### src/rtl/gpr_pkg.sv
// rtl/gpr_pkg.sv - shared GPR writeback types and constants
package gpr_pkg;

  localparam int unsigned GPR_ADDR_W = 5;
  localparam int unsigned GPR_DATA_W = 32;

  localparam logic [GPR_ADDR_W-1:0] GPR_X0 = 5'd0;

  typedef enum logic {
    REQ_EXU = 1'b0,
    REQ_LSU = 1'b1
  } req_id_e;

endpackage

### src/rtl/gpr_wb_arbiter_rr_arb2.sv
// rtl/gpr_wb_arbiter_rr_arb2.sv - two-way round-robin arbiter with last-grant memory
module rr_arb2
  import gpr_pkg::*;
(
  input  logic       clk,
  input  logic       rst_n,
  input  logic       en,
  input  logic [1:0] req,
  output logic [1:0] gnt
);

  req_id_e last_q;
  req_id_e last_d;

  // Reset leaves last = LSU so that a tie after reset goes to EXU.
  always_ff @(posedge clk or negedge rst_n) begin
    if (!rst_n) begin
      last_q <= REQ_LSU;
    end else begin
      last_q <= last_d;
    end
  end

  always_comb begin
    gnt    = 2'b00;
    last_d = last_q;
    if (en) begin
      unique case (req)
        2'b01:   gnt = 2'b01;
        2'b10:   gnt = 2'b10;
        2'b11:   gnt = (last_q == REQ_EXU) ? 2'b10 : 2'b01;
        default: gnt = 2'b00;
      endcase
    end
    if (gnt[0]) last_d = REQ_EXU;
    if (gnt[1]) last_d = REQ_LSU;
  end

endmodule

### src/rtl/gpr_wb_arbiter.sv
// rtl/gpr_wb_arbiter.sv - EXU/LSU writeback arbiter feeding the GPR write port
// Optional write-to-read bypass on the decode read ports: GPR_WB_BYPASS_EN.
module gpr_wb_arbiter
  import gpr_pkg::*;
#(
  parameter int unsigned ADDR_WIDTH = GPR_ADDR_W,
  parameter int unsigned DATA_WIDTH = GPR_DATA_W,
  parameter int unsigned CNT_WIDTH  = 32
) (
  input  logic                  clk,
  input  logic                  rst,
  input  logic                  stall,
  input  logic                  req0_valid,
  output logic                  req0_ready,
  input  logic [ADDR_WIDTH-1:0] req0_addr,
  input  logic [DATA_WIDTH-1:0] req0_data,
  input  logic                  req1_valid,
  output logic                  req1_ready,
  input  logic [ADDR_WIDTH-1:0] req1_addr,
  input  logic [DATA_WIDTH-1:0] req1_data,
  output logic                  gpr_wen,
  output logic [ADDR_WIDTH-1:0] gpr_waddr,
  output logic [DATA_WIDTH-1:0] gpr_wdata,
  output logic [CNT_WIDTH-1:0]  wb_cnt,
  input  logic [ADDR_WIDTH-1:0] raddr1,
  input  logic [ADDR_WIDTH-1:0] raddr2,
  input  logic [DATA_WIDTH-1:0] gpr_rdata1,
  input  logic [DATA_WIDTH-1:0] gpr_rdata2,
  output logic [DATA_WIDTH-1:0] rdata1,
  output logic [DATA_WIDTH-1:0] rdata2
);

  localparam logic [ADDR_WIDTH-1:0] X0 = ADDR_WIDTH'(GPR_X0);

  logic [1:0]            gnt;
  logic                  granted;
  logic [ADDR_WIDTH-1:0] sel_addr;
  logic [DATA_WIDTH-1:0] sel_data;

  logic                  wen_q,   wen_d;
  logic [ADDR_WIDTH-1:0] waddr_q, waddr_d;
  logic [DATA_WIDTH-1:0] wdata_q, wdata_d;
  logic [CNT_WIDTH-1:0]  cnt_q,   cnt_d;

  rr_arb2 u_rr_arb2 (
    .clk   (clk),
    .rst_n (rst),
    .en    (!stall),
    .req   ({req1_valid, req0_valid}),
    .gnt   (gnt)
  );

  // Ready is masked by reset combinationally so nothing is accepted while held.
  assign req0_ready = gnt[0] & rst;
  assign req1_ready = gnt[1] & rst;

  assign granted  = |gnt;
  assign sel_addr = gnt[1] ? req1_addr : req0_addr;
  assign sel_data = gnt[1] ? req1_data : req0_data;

  always_comb begin
    wen_d   = 1'b0;
    waddr_d = waddr_q;
    wdata_d = wdata_q;
    if (granted) begin
      wen_d   = (sel_addr != X0);
      waddr_d = sel_addr;
      wdata_d = sel_data;
    end
    cnt_d = cnt_q + CNT_WIDTH'(wen_d);
  end

  always_ff @(posedge clk or negedge rst) begin
    if (!rst) begin
      wen_q   <= 1'b0;
      waddr_q <= '0;
      wdata_q <= '0;
      cnt_q   <= '0;
    end else begin
      wen_q   <= wen_d;
      waddr_q <= waddr_d;
      wdata_q <= wdata_d;
      cnt_q   <= cnt_d;
    end
  end

  assign gpr_wen   = wen_q;
  assign gpr_waddr = waddr_q;
  assign gpr_wdata = wdata_q;
  assign wb_cnt    = cnt_q;

`ifdef GPR_WB_BYPASS_EN
  // The GPR array only shows the slot's write one cycle later; forward it meanwhile.
  always_comb begin
    rdata1 = gpr_rdata1;
    rdata2 = gpr_rdata2;
    if (wen_q && (waddr_q == raddr1) && (raddr1 != X0)) rdata1 = wdata_q;
    if (wen_q && (waddr_q == raddr2) && (raddr2 != X0)) rdata2 = wdata_q;
  end
`else
  logic unused_raddr;
  assign unused_raddr = ^{raddr1, raddr2};
  assign rdata1 = gpr_rdata1;
  assign rdata2 = gpr_rdata2;
`endif

endmodule

### config.mk
export PLATFORM = sky130hd
export DESIGN_NAME = gpr_wb_arbiter
export DESIGN_NICKNAME = d
export VERILOG_FILES = /design/src/rtl/gpr_pkg.sv /design/src/rtl/gpr_wb_arbiter_rr_arb2.sv /design/src/rtl/gpr_wb_arbiter.sv
export SDC_FILE = /design/constraint.sdc
export NUM_CORES = 1
export LEC_CHECK = 0
export CORE_AREA = 2 2 114 116
export CTS_BUF_LIST = sky130_fd_sc_hd__clkbuf_8
export CTS_CLUSTER_SIZE = 20
export DETAILED_ROUTE_END_ITERATION = 6
export DIE_AREA = 0 0 116 118
export GPL_ROUTABILITY_DRIVEN = 0
export HOLD_SLACK_MARGIN = 0.12
export PLACE_DENSITY = 0.74
export SETUP_SLACK_MARGIN = 0.5
export SLEW_MARGIN = 10
export SYNTH_ARGS = -nofsm -noshare
export SYNTH_HDL_FRONTEND = slang
export SYNTH_HIERARCHICAL = 1
export SYNTH_SLANG_ARGS = --single-unit
### constraint.sdc
create_clock -name clk -period 3.53 [get_ports clk]
set_input_delay 0.706 -clock clk [delete_from_list [all_inputs] [get_ports clk]]
set_output_delay 0.706 -clock clk [all_outputs]
set_load 0.1 [all_outputs]
---- Word level (Yosys, flattened, before mapping) ----
Cells that the tools add are included.
word-level totals
  register bits ........................... 71
  bits in latches ......................... 0
  RAM bits ................................ 0
  bits in read-only memories .............. 0
  bits of input ports ..................... 153
  output and inout port bits .............. 136
  word-level logic and storage cells ...... 22
  memories kept ........................... 0
cells by class
  $add $sub $neg .......................... 1
  multiply operators ...................... 0
  divide/modulo/power cells ............... 0
  $lt $le $gt $ge ......................... 0
  equality and inequality tests ........... 3
  shift operators ......................... 0
  multiplexer cells ....................... 8
  bitwise gates (word level) .............. 2
  reductions and logical operators ........ 3
operators by type and width
  operator            number
  $add 32x1->32       1
  $mux 32             1
  $pmux 2 s3          1
  $mux 5              1
  $reduce_bool 5->1   1
  $eq 2x2->1 const B  2
  $mux 2              2
  $mux 1              3
  $and 1x1->1         2
  $eq 2x1->1 const B  1
  $reduce_bool 2->1   1
  $reduce_or 2->1     1

---- Depth between registers and ports, before layout ----
  depth after elaboration ................. 7
  gate-level depth with buffers ........... 14
  gate-level depth less buffers ........... 13

---- Hierarchy ----
Netlist, hierarchy kept.
modules (own cells, without submodules)
  module          instances  cells each  area each (µm²)  sequential area each (µm²)
  gpr_wb_arbiter  1          365         3,696.0          1,751.7
  rr_arb2         1          9           70.1             26.3

---- Worst setup path before layout ----
No wires, ideal clock.
  kind .................................... input -> register
  from .................................... input port stall
  to ...................................... register cnt_q[24] (netlist: wb_cnt[24])
  library setup time ...................... 0.160 ns
  data arrival time ....................... 3.177 ns
  required time ........................... 3.370 ns
  setup slack ............................. 0.193 ns
  stages on the path ...................... 13
  buffers on the path ..................... 2
  cells stage by stage .................... inv_1 nand2_1 a21oi_1 buf_2 buf_2 inv_1 o21ai_0 ha_1 ha_1 nand3_1 nor4_2 nand4_1 xnor2_1
between the ends
  elaborated cells between the ends (all ways) .. 6
  those cells by class .................... add/sub (1); mux (3); reduce/logical (2)
RTL lines
  what                  line                          RTL
  from (decl)           gpr_wb_arbiter.sv:12          input logic stall,
  $mux 2                gpr_wb_arbiter_rr_arb2.sv:27  if (en) begin
  via gnt[0]            gpr_wb_arbiter.sv:35          logic [1:0] gnt;
  $reduce_or 2->1       gpr_wb_arbiter.sv:57          assign granted = |gnt;
  $mux 1                gpr_wb_arbiter.sv:65          if (granted) begin
  via wen_d             gpr_wb_arbiter.sv:40          logic wen_q, wen_d;
  $add 32x1->32         gpr_wb_arbiter.sv:70          cnt_d = cnt_q + CNT_WIDTH'(wen_d);
  via cnt_d[24]         gpr_wb_arbiter.sv:43          logic [CNT_WIDTH-1:0] cnt_q, cnt_d;
  to (signal assigned)  gpr_wb_arbiter.sv:83          cnt_q <= cnt_d;
  to (decl)             gpr_wb_arbiter.sv:43
The timed path passes the listed nets, and every way through them passes these cells.
A chain may end at the register's enable or synchronous reset.

---- Worst setup path in the final report ----
  from .................................... input port req0_valid
  to ...................................... output port req0_ready
between the ends
  cells in the longest elaborated chain, start to end .. 4
  elaborated cells between the ends (all ways) .. 6
  those cells by class .................... eq/ne (3); mux (2); bitwise (1)
ends and longest elaborated chain
  what                                      line                          RTL
  from (decl)                               gpr_wb_arbiter.sv:13          input logic req0_valid,
  $eq 2x2->1 or $eq 2x1->1 (tied branches)  gpr_wb_arbiter_rr_arb2.sv:28  unique case (req)
  $pmux 2 s3 *                              gpr_wb_arbiter_rr_arb2.sv:28
  $mux 2 *                                  gpr_wb_arbiter_rr_arb2.sv:27
  via gnt[0]                                gpr_wb_arbiter.sv:35
  $and 1x1->1 *                             gpr_wb_arbiter.sv:54          assign req0_ready = gnt[0] & rst;
  to (decl)                                 gpr_wb_arbiter.sv:14          output logic req0_ready,
The timed path passes the listed nets; every way through them passes the cells marked *.

==> qor.csv <==
stage,metric,value,unit
run_status,outcome,completed,
power,maximum vdd ir drop,287.1,uV
timing,Fin Clk Skew,7.536,ps
setup_path,CP arrival,2250,ps
logic_synthesis,sequential area share after synthesis,47.21,%
global_routing,largest net degree at the start of global routing,52,
logic_synthesis,Synth Area in Compound Gates,5.681,%
timing,headroom to the max-slew limit,32.80,%
floorplanning,Core ar.,12410,um2
logic_synthesis,largest family of logic cells by synthesized area,buffers and inverters,
clocking,H-Tree Level Count,3,
logic_synthesis,post-synthesis simple-gate area fraction,14.55,%
layout,post-layout util,42.49,%
floorplanning,Die ar.,13690,um2
logic_synthesis,Synth Flop Type,dfrtp_1,
floorplanning,Rows,41,
layout,Layout fillers,1230,
placement,Post-DP HPWL,7225,um
flow_run,Max Cap Viol,0,
clocking,CTS tree,yes,
global_routing,GRT Total Usage,13.70,%
detailed_routing,WL per Instance,14.97,um
power,Leak Pwr,2.131,nW
clocking,clk buf depth,2,
placement,Port-buffer cells,150,
global_routing,antenna violations before repair,0,
global_routing,first-pass GRT wire length,15030,um
setup_path,RR Endpoint,wb_cnt[18],
logic_synthesis,Synth warnings,6,
detailed_routing,DRC Markers,0,
setup_path,Worst Setup Start Kind,input pin,
setup_path,r2r startpoint,u_rr_arb2/last_q,
detailed_routing,WL final,9700,um
layout,n_diodes,0,
clocking,Clock transition at path regs,80,ps
floorplanning,die width,116,um
timing,hold_ws,290.8,ps
timing,RSZ-0062 raised after global routing,yes,
logic_synthesis,Post-Synth XOR/XNOR Area,6.977,%
logic_synthesis,multiplexer share of the synthesized area,10.17,%
detailed_routing,ANT nets after route,0,
layout,Nets,626,
timing,Slew @ Worst Pin,1005,ps
power,power per cell area,597.4,nW/um2
logic_synthesis,Cell variety after synth,29,
timing,Final min period,2951,ps
timing,setup TNS,0,ps
setup_path,crit end category,output port,
layout,Layout area overhead,40.07,%
logic_synthesis,cell with the most instances after synthesis,dfrtp_1,
logic_synthesis,Synth area leader,dfrtp_1,
timing,endpoints failing hold,0,
logic_synthesis,#FFs+latches synth,71,
floorplanning,I/O pin cnt,289,
timing,Final setup viols,0,
logic_synthesis,dominant cells by area after synthesis,"dfrtp_1 47%, buf_4 13%, mux2i_1 9.6%",
global_routing,vias in the first global route,3037,
floorplanning,Die Y,118,um
power,Tot Pwr,3.151,mW
logic_synthesis,Adder-Cell Fraction of Synth Area,0.6645,%
clocking,CTS root buf,clkbuf_8,
setup_path,R2R Setup Slk,990,ps
logic_synthesis,average size of a mapped cell,10.07,um2
setup_path,WP data required,2820,ps
detailed_routing,routed vias,2977,
setup_path,Crit Path Class,in -> out,
floorplanning,Initial Util,30.34,%
min_path,Min-Delay Path Class,in -> async,
logic_synthesis,top-area cell type share of the netlist area,46.51,%
detailed_routing,DR vias/cell,4.594,
detailed_routing,DR pass1 iterations,4,
layout,share of cells above drive strength 1,12.82,%
logic_synthesis,Syn Inst Count,374,
global_routing,global route total overflow,0,
timing,f_max,0.3388,GHz
timing,fin crit share,83.61,%
setup_path,Worst Reg-to-Reg Cells,12,
logic_synthesis,count of flip-flops with a built-in enable after synthesis,0,
logic_synthesis,netlist area before placement,3766,um2
clocking,Clock Latency Late Sink,340,ps
logic_synthesis,ys async rst share,100.0,%
timing,Final Max Tran Viols,0,
detailed_routing,drt initial violations,96,
logic_synthesis,"top cells by count, synth","70 x dfrtp_1, 65 x buf_4, 51 x nand2_1, 38 x o21ai_0, 36 x mux2i_1",
clocking,CTS Sinks,71,
clocking,TritonCTS Buffers,9,
logic_synthesis,post-synth net total,529,
setup_path,CP Max Fanout,38,
clocking,count of hold-fix buffers inserted at cts,0,
-- power breakdown --
part | switching, mW | internal (mW)
Clock | 0.294 | 0.286
Combinational | 1.14 | 0.382
Sequential | 0.102 | 0.941
-- how the worst max path moves through the flow --
stage	startpoint	to	slack, ps	cells after the start
2_1_floorplan	stall	wb_cnt[19]	500	12
3_3_place_gp	stall	wb_cnt[30]	120	15
3_5_place_dp	req1_valid	wb_cnt[18]	50	14
4_1_cts	req0_valid	req0_ready	420	6
5_1_grt	stall	wb_cnt[18]	450	15
6_report	req0_valid	req0_ready	580	6
-- state kept, by name, indices dropped and copies added, names as in the netlist --
name	cells
gpr_wdata	32
wb_cnt	32
gpr_waddr	5
gpr_wen	1
u_rr_arb2/last_q	1
-- per-stage QoR --
stage                     std cells  area, um2  setup WS, ps
after floorplan                 374       3800         504.4
after global placement          631       5051         120.5
after detailed placement        631       5051         54.55
after CTS                       648       5243         418.4
after global routing            648       5275         450.2
final                           648       5275         578.6
-- placed cells by master, fill, tap and decap left out, types with 2 or more instances in the layout --
cell and count:
and2_1 2, nand4_1 11, nor2_1 6, xor2_1 7
nand3_1 16, mux2i_1 36, clkinv_2 2, dfrtp_1 70
o21ai_0 37, and3_1 3, clkdlybuf4s50_1 132, xnor2_1 23
clkbuf_8 11, nor3_1 7, a21oi_4 2, buf_12 3
mux2_2 2, inv_1 7, nand2_1 50, buf_4 27
nor4_1 4
-- critical path, stage by stage --
cell and delay, ps:
clkdlybuf4s50_1 550, nand2_1 110, a21oi_4 160, buf_12 290
and2_1 230, buf_12 190
-- metal layers --
metal  vias to the layer above  share of wire [%]  global-route usage (%)  wire length, um
li1                       1395                  -                       -                -
met1                      1422                 42                   16.06             4100
met2                       143                 48                   23.28             4641
met3                        17                8.3                   4.943              809
met4                         0                1.5                   4.092              148
met5                         -                  0                       0                0
-- cells by family after synthesis --
kind of cell / count (synthesis)
AND/OR/NAND/NOR: 109
buffers and inverters: 82
flip-flops: 71
AO/OA/AOI/OAI: 42
multiplexers: 38
XOR/XNOR: 30
adder cells (fa/ha/maj): 2
-- timing repair --
| action | 4_1_cts | 5_1_grt |
|---|---|---|
| endpoints found under the hold margin | 0 | 0 |
| setup buffers | 1 | 0 |
| gates resized for setup | 2 | 8 |
| setup endpoints to repair | 11 | 15 |
| pin swaps | 1 | 6 |
-- layout make-up --
class	count	area, um2	share of cell area (%)
well taps	172	215.2	4.080
repair buffers	163	1595	30.24
clock inverters	5	25.02	0.4744
inverters	5	18.77	0.3558
multi-input cells	221	1491	28.27
flip-flops and latches	71	1778	33.71
clock buffers	11	151.4	2.870
No activity file was read; power rests on OpenSTA's default activity.
